[src/rtl/flag_cond_unit_pkg.sv]
// Shared definitions for the flag consumer: flag bit positions, flag vector type
// and the 4-bit condition-code encoding used by issue and the branch unit.
package flag_cond_unit_pkg;

  typedef logic [3:0] flags_t;

  localparam int FLG_N = 3;
  localparam int FLG_Z = 2;
  localparam int FLG_C = 1;
  localparam int FLG_V = 0;

  typedef enum logic [3:0] {
    COND_EQ = 4'h0, COND_NE = 4'h1,
    COND_CS = 4'h2, COND_CC = 4'h3,
    COND_MI = 4'h4, COND_PL = 4'h5,
    COND_VS = 4'h6, COND_VC = 4'h7,
    COND_HI = 4'h8, COND_LS = 4'h9,
    COND_GE = 4'hA, COND_LT = 4'hB,
    COND_GT = 4'hC, COND_LE = 4'hD,
    COND_AL = 4'hE, COND_NV = 4'hF
  } cond_e;

endpackage

[src/rtl/flag_cond_unit_cond_eval.sv]
// Purely combinational condition evaluator: code + {N,Z,C,V} -> taken.
// Kept standalone so the branch unit can instantiate the same table.
module cond_eval
  import flag_cond_unit_pkg::*;
(
  input  logic [3:0] code,
  input  flags_t     flags,
  output logic       taken
);

  logic n, z, c, v;

  always_comb begin
    n     = flags[FLG_N];
    z     = flags[FLG_Z];
    c     = flags[FLG_C];
    v     = flags[FLG_V];
    taken = 1'b0;
    case (code)
      COND_EQ: taken = z;
      COND_NE: taken = !z;
      COND_CS: taken = c;
      COND_CC: taken = !c;
      COND_MI: taken = n;
      COND_PL: taken = !n;
      COND_VS: taken = v;
      COND_VC: taken = !v;
      COND_HI: taken = c && !z;
      COND_LS: taken = !c || z;
      COND_GE: taken = (n == v);
      COND_LT: taken = (n != v);
      COND_GT: taken = !z && (n == v);
      COND_LE: taken = z || (n != v);
      COND_AL: taken = 1'b1;
      default: taken = 1'b0;
    endcase
  end

endmodule

[src/rtl/flag_cond_unit.sv]
// Architectural N/Z/C/V register with in-flight writer tracking, epoch-based
// squash of stale writes, and a stalling condition-query port with last-write bypass.
module flag_cond_unit
  import flag_cond_unit_pkg::*;
#(
  parameter int     PEND_W      = 3,
  parameter flags_t RESET_FLAGS = 4'b0000
) (
  input  logic              clk,
  input  logic              rst_n,
  input  logic              set_pend,
  output logic              pend_full,
  input  logic              flag_wr_valid,
  input  logic              flag_wr_epoch,
  input  flags_t            flag_in,
  input  logic              flush,
  output logic              epoch,
  input  logic              cond_valid,
  input  logic [3:0]        cond_code,
  output logic              cond_ready,
  output logic              res_valid,
  output logic              res_taken,
  output flags_t            flags_q,
  output logic [PEND_W-1:0] pend_cnt,
  output logic              flag_err
);

  localparam logic [PEND_W-1:0] PEND_MAX = '1;
  localparam logic [PEND_W-1:0] PEND_ONE = PEND_W'(1);

  logic              wr_ok, bypass, accept, taken;
  flags_t            eval_flags;
  logic [PEND_W-1:0] cnt_nxt;

  assign wr_ok      = flag_wr_valid && (flag_wr_epoch == epoch);
  assign pend_full  = (pend_cnt == PEND_MAX);
  // Only the final outstanding writer may be forwarded; anything older is not final.
  assign bypass     = (pend_cnt == PEND_ONE) && wr_ok && !set_pend;
  assign cond_ready = !flush && ((pend_cnt == '0) || bypass);
  assign accept     = cond_valid && cond_ready;
  assign eval_flags = bypass ? flag_in : flags_q;

  cond_eval u_eval (
    .code  (cond_code),
    .flags (eval_flags),
    .taken (taken)
  );

  always_comb begin
    cnt_nxt = pend_cnt;
    if (flush)
      cnt_nxt = '0;
    else if (set_pend && !wr_ok)
      cnt_nxt = pend_full ? pend_cnt : pend_cnt + PEND_ONE;
    else if (wr_ok && !set_pend && (pend_cnt != '0))
      cnt_nxt = pend_cnt - PEND_ONE;
  end

  always_ff @(posedge clk or negedge rst_n) begin
    if (!rst_n) begin
      flags_q   <= RESET_FLAGS;
      pend_cnt  <= '0;
      epoch     <= 1'b0;
      res_valid <= 1'b0;
      res_taken <= 1'b0;
      flag_err  <= 1'b0;
    end else begin
      if (wr_ok) flags_q <= flag_in;
      pend_cnt  <= cnt_nxt;
      if (flush) epoch <= !epoch;
      res_valid <= accept;
      if (accept) res_taken <= taken;
      // A current-epoch write nobody announced: flags still land, count stays 0.
      flag_err  <= wr_ok && (pend_cnt == '0) && !set_pend;
    end
  end

endmodule

[config.mk]
export PLATFORM = sky130hd
export DESIGN_NAME = flag_cond_unit
export DESIGN_NICKNAME = d
export VERILOG_FILES = /design/src/rtl/flag_cond_unit_pkg.sv /design/src/rtl/flag_cond_unit_cond_eval.sv /design/src/rtl/flag_cond_unit.sv
export SDC_FILE = /design/constraint.sdc
export NUM_CORES = 1
export LEC_CHECK = 0
export BUFFER_PORTS_ARGS = -buffer_cell sky130_fd_sc_hd__buf_2
export CAP_MARGIN = 40
export CORE_MARGIN = 4
export CORE_UTILIZATION = 52
export CTS_BUF_LIST = sky130_fd_sc_hd__clkbuf_4 sky130_fd_sc_hd__clkbuf_8
export DETAILED_ROUTE_END_ITERATION = 8
export PLACE_DENSITY = 0.82
export SLEW_MARGIN = 20
export SYNTH_ARGS = -nofsm -noshare
export SYNTH_HDL_FRONTEND = slang
export SYNTH_SLANG_ARGS = --single-unit
[constraint.sdc]
create_clock -name clk -period 2.53 [get_ports clk]
set_clock_uncertainty 0.15 [all_clocks]
set_input_delay 0.506 -clock clk [delete_from_list [all_inputs] [get_ports clk]]
set_output_delay 0.506 -clock clk [all_outputs]
set_load 0.01 [all_outputs]
=== Word-level counts from Yosys, hierarchy flattened ===
Cells that the tools add are included.

* Add/sub/neg operators: 2
* Equality and inequality tests: 20
* Mux-type cells: 6
* Reductions and logical operators: 28

{| class="wikitable"
|+ Operators with widths
! kind !! count
|-
| $eq A4 B4 Y1 const B || 7
|-
| $eq A4 B3 Y1 const B || 4
|-
| $pmux W1 S15 || 1
|-
| $logic_and A1 B1 Y1 || 12
|-
| $mux W3 || 4
|-
| $eq A4 B2 Y1 const B || 2
|-
| $logic_not A1 Y1 || 8
|-
| $reduce_bool A3 Y1 || 2
|-
| $eq A4 B1 Y1 const B || 1
|-
| $logic_not A4 Y1 || 1
|-
| $mux W4 || 1
|-
| $add A3 B1 Y3 const B || 1
|-
| $eq A3 B1 Y1 const B || 1
|-
| $eq A3 B3 Y1 const B || 1
|-
| $logic_not A3 Y1 || 1
|-
| $logic_or A1 B1 Y1 || 3
|-
| $ne A3 B3 Y1 const B || 1
|-
| $sub A3 B1 Y3 const B || 1
|-
| $eq A1 B1 Y1 || 2
|-
| $reduce_and A2 Y1 || 1
|-
| $ne A1 B1 Y1 || 1
|}

* Register bits after elaboration: 11
* Input bits: 15
* Output and inout port bits: 13
* Logic and storage cells: 62

=== Logic depth before layout (Yosys ltp) ===
* Depth after elaboration: 8
* Gate-level depth with buffers: 8
* Mapped depth without buffers: 8

=== By module ===
Synthesis repeated with hierarchy kept, for this count alone.

* Cells, all modules: 85
* Area total of the unflattened synthesis: 875.8 um^2

{| class="wikitable"
|+ By module, submodules not included
! module !! instances !! cells an instance !! area an instance (um^2) !! sequential area each (um^2)
|-
| flag_cond_unit || 1 || 57 || 681.9 || 275.3
|-
| cond_eval || 1 || 28 || 193.9 || 0.0
|}

=== Least setup slack after synthesis ===
Ideal clock, no wire load.

* Kind: register -> register
* Start: reg pend_cnt[1]
* End: reg res_taken
* Library setup time: 0.133 ns
* Arrival: 1.720 ns
* Data required time: 2.247 ns
* Slack: 0.527 ns
* Cell stages (with the launch flop): 9
* Buffers on the path: 0
* Clock period less this slack: 2.003 ns
* Path through: dfrtp_1 -> inv_1 -> ha_1 -> and4bb_1 -> nand2_4 -> a21oi_1 -> nand2_1 -> a311oi_1 -> a31oi_1

* Elaborated cells between the ends (all ways): 19
* Those cells by class: eq/ne (3); mux (2); reduce/logical (14)

{| class="wikitable"
|+ RTL lines
! what !! RTL line !! RTL
|-
| start, declared || flag_cond_unit.sv:24 || <nowiki>output logic [PEND_W-1:0] pend_cnt,</nowiki>
|-
| start signal, assigned || flag_cond_unit.sv:69 || <nowiki>pend_cnt <= cnt_nxt;</nowiki>
|-
| $eq A3 B1 Y1 || flag_cond_unit.sv:38 || <nowiki>assign bypass = (pend_cnt == PEND_ONE) && wr_ok && !set_pend;</nowiki>
|-
| $logic_and A1 B1 Y1 (2 in a row) || flag_cond_unit.sv:38 ||
|-
| $logic_or A1 B1 Y1 (*) || flag_cond_unit.sv:39 || <nowiki>assign cond_ready = !flush && ((pend_cnt == '0) || bypass);</nowiki>
|-
| $logic_and A1 B1 Y1 (*) || flag_cond_unit.sv:39 ||
|-
| via cond_ready || flag_cond_unit.sv:20 || <nowiki>output logic cond_ready,</nowiki>
|-
| $logic_and A1 B1 Y1 (*) || flag_cond_unit.sv:40 || <nowiki>assign accept = cond_valid && cond_ready;</nowiki>
|-
| end signal, assigned || flag_cond_unit.sv:72 || <nowiki>if (accept) res_taken <= taken;</nowiki>
|-
| end, declared || flag_cond_unit.sv:22 || <nowiki>output logic res_taken,</nowiki>
|}

Mark *: on every way through the listed nets, which the timed path passes. The rest lies on a longest branch.
A chain may end at the register's enable or synchronous reset.

=== Worst setup path in the final report ===
* Start: reg pend_cnt[1]
* End: out cond_ready

* Longest elaborated chain between the ends: 5
* Elaborated cells between the ends (all ways): 6
* Those cells by class: eq/ne (1); reduce/logical (5)

{| class="wikitable"
|+ Ends and longest elaborated chain
! what !! RTL line
|-
| $eq A3 B1 Y1 || flag_cond_unit.sv:38
|-
| $logic_and A1 B1 Y1 (2 in a row) || flag_cond_unit.sv:38
|-
| $logic_or A1 B1 Y1 (*) || flag_cond_unit.sv:39
|-
| $logic_and A1 B1 Y1 (*) || flag_cond_unit.sv:39
|-
| end, declared || flag_cond_unit.sv:20
|}

Every way passes the cells marked *; elsewhere a longest branch is shown, timed or not.

==> metrics.txt <==
Die W=48.7 µm; ANT cells=0; final worst setup slack=0.195 ns; sequential fraction of the synthesis area=0.320; f_max=0.428 GHz; largest net degree at the start of global routing=15; multi-input combinational cell area=553 µm²; port bufs=27; DIE HEIGHT=between 40 and 50 µm; worst hold path type=input pin to flop; clock period minus worst slack=2.34 ns; Worst Path Max Fanout=7; worst r2r src=pend_cnt[1]$_DFFE_PN0P_; total wire length=1960 µm; CP Launch Point=pend_cnt[1]$_DFFE_PN0P_; Commonest cells post-synth=dfrtp_1, mux2i_1, nand2_1, nand3b_1; ys async rst share=1.00; R2R setup slack=0.40 ns; area growth from synthesis to layout=21.3%; placed cell area=1000 µm²; syn_nets=approximately 110; top cells by area, synth=dfrtp_1, mux2i_1, ha_1; Fillers=129; Final Power=985 µW; Yosys top cell area share=0.320; Post-DRT Antenna Nets=0; CTS resizes=0; Final GP Congestion=~0.96; status=finished clean; clock tree buffer depth=2; Total GRT Usage=0.169; worst slack, placed=about 0.41 ns; first-pass GRT wire length=3260 µm; fin area=1040 µm²; Final setup viols=0; RSZ-0062 raised after global routing=no; Worst-Skew Late Latency=around 0.27 ns; clock root buffer=clkbuf_4; Post-DP HPWL=1560 µm; synthesized area=860 µm²; Avg Cell Area, Syn=between 9 and 10 µm²; Residual DRC=0; 1st-pass router iterations=4; final cell count without fillers=between 100 and 150; post-DR vias/cell=between 5 and 6; Top-Level Pins=28; CP Data Required Time=1.87 ns; flop and latch count out of synthesis=11; number of flops mapped to enable cells by yosys=0; max_slew headroom=0.795; share of cells above drive strength 1=0.345; Worst Path Arrival=1.68 ns; element type at the critical path start=flop; Worst-path clk slew=around 0.08 ns; CTS buffer count=3; fin. max-slew vios=0; post-DR wirelength/cell=14.8 µm; register area=roughly 280 µm²; initial antenna violation count=0; Ys Warns=0; CTS sink count=11; grt total ovfl=0; placed cell count=127; H-tree levels=1; Synth area leader=dfrtp_1; core area=approximately 1500 µm²; critical path class=flop to output port; Worst-Margin Slew=0.308 ns; peak supply drop=498 µV; DR iter-0 viols=31; Max Cap Violations=0; Syn Inst Count=87; CP endpoint kind=output port; TritonCTS clock tree=done; top-count cell post-synth=dfrtp_1; Hold Vio Cnt, Final=0; PD cells=945 nW/µm²; period utilization=0.923; Hold WS=0.298 ns; TNS Setup=0 ns; Hold Crit Start=set_pend; Pleak=0.554 nW; nets@finish=137; vias in the first global route=731; total number of vias=777; Initial Utilization=0.558; Layout Utilization=0.676; ys flop type=dfrtp_1; Synth cell types=34; # rows=14; Die ar.=2370 µm²
-- area by class of cell --
cell class / instances / area share
flip-flops and latches: 11 / 0.264
inverters: 5 / 0.0180
multi-input cells: 68 / 0.531
repair buffers: 28 / 0.139
clock buffers: 4 / 0.0288
well taps: 16 / 0.0192
-- report_power, final --
part | switching, mW | leakage [nW] | internal (mW)
logic | 0.271 | 0.400 | 0.257
clock network | 0.0608 | 0.0184 | 0.0717
registers | 0.0765 | 0.136 | 0.249
total | 0.408 | 0.554 | 0.577
-- cells in the final DEF (no fill, tap or decap), types with 3 or more instances in the layout --
cell	instances
a21oi_1	3
buf_2	27
clkbuf_4	4
dfrtp_1	11
ha_1	5
inv_1	5
mux2_2	4
mux2i_1	8
nand2_1	6
nand3b_1	6
nor2_1	4
o22ai_1	4
xor2_1	3
-- critical path, cell delays in order (launching register included) --
cell and delay [ns]:
dfrtp_1 0.40, inv_1 0.13, ha_1 0.16, and4bb_1 0.26, nand2_4 0.11, a21oi_1 0.19, buf_2 0.16
-- final timing paths --
| check | end | depth (start not counted) |
|---|---|---|
| max in group asynchronous | pend_cnt[2]$_DFFE_PN0P_ | 2 |
| min reg2reg | epoch$_DFFE_PN0P_ | 1 |
| min in group asynchronous | res_taken$_DFFE_PN0P_ | 2 |
| min | flag_err$_DFF_PN0_ | 2 |
| max | cond_ready | 6 |
| max reg2reg | res_taken$_DFFE_PN0P_ | 8 |
-- kinds of logic after synthesis --
| group | count (synthesis) | synth area share |
|---|---|---|
| AND/OR/NAND/NOR | 28 | 0.194 |
| AO/OA/AOI/OAI | 16 | 0.135 |
| multiplexers | 13 | 0.172 |
| flip-flops | 11 | 0.320 |
| buffers and inverters | 8 | 0.0364 |
| XOR/XNOR | 6 | 0.0699 |
| adder cells (fa/ha/maj) | 5 | 0.0728 |
-- what timing repair did --
item                                   CTS  global route
buffers inserted                         0             0
endpoints found under the hold margin   11             0
hold buffers                             1             0
-- per-layer routing --
metal	global-route usage	vias to the layer above	share of wire
met2	0.287	24	0.51
met4	0.0583	0	0.0072
met3	0.0337	2	0.051
met5	0	-	0
met1	0.209	373	0.44
li1	-	378	-
-- flip-flops by register name, indices dropped and copies added, names as in the netlist --
name       flops
epoch          1
flag_err       1
flags_q        4
pend_cnt       3
res_taken      1
res_valid      1
No activity file was read; power rests on OpenSTA's default activity.
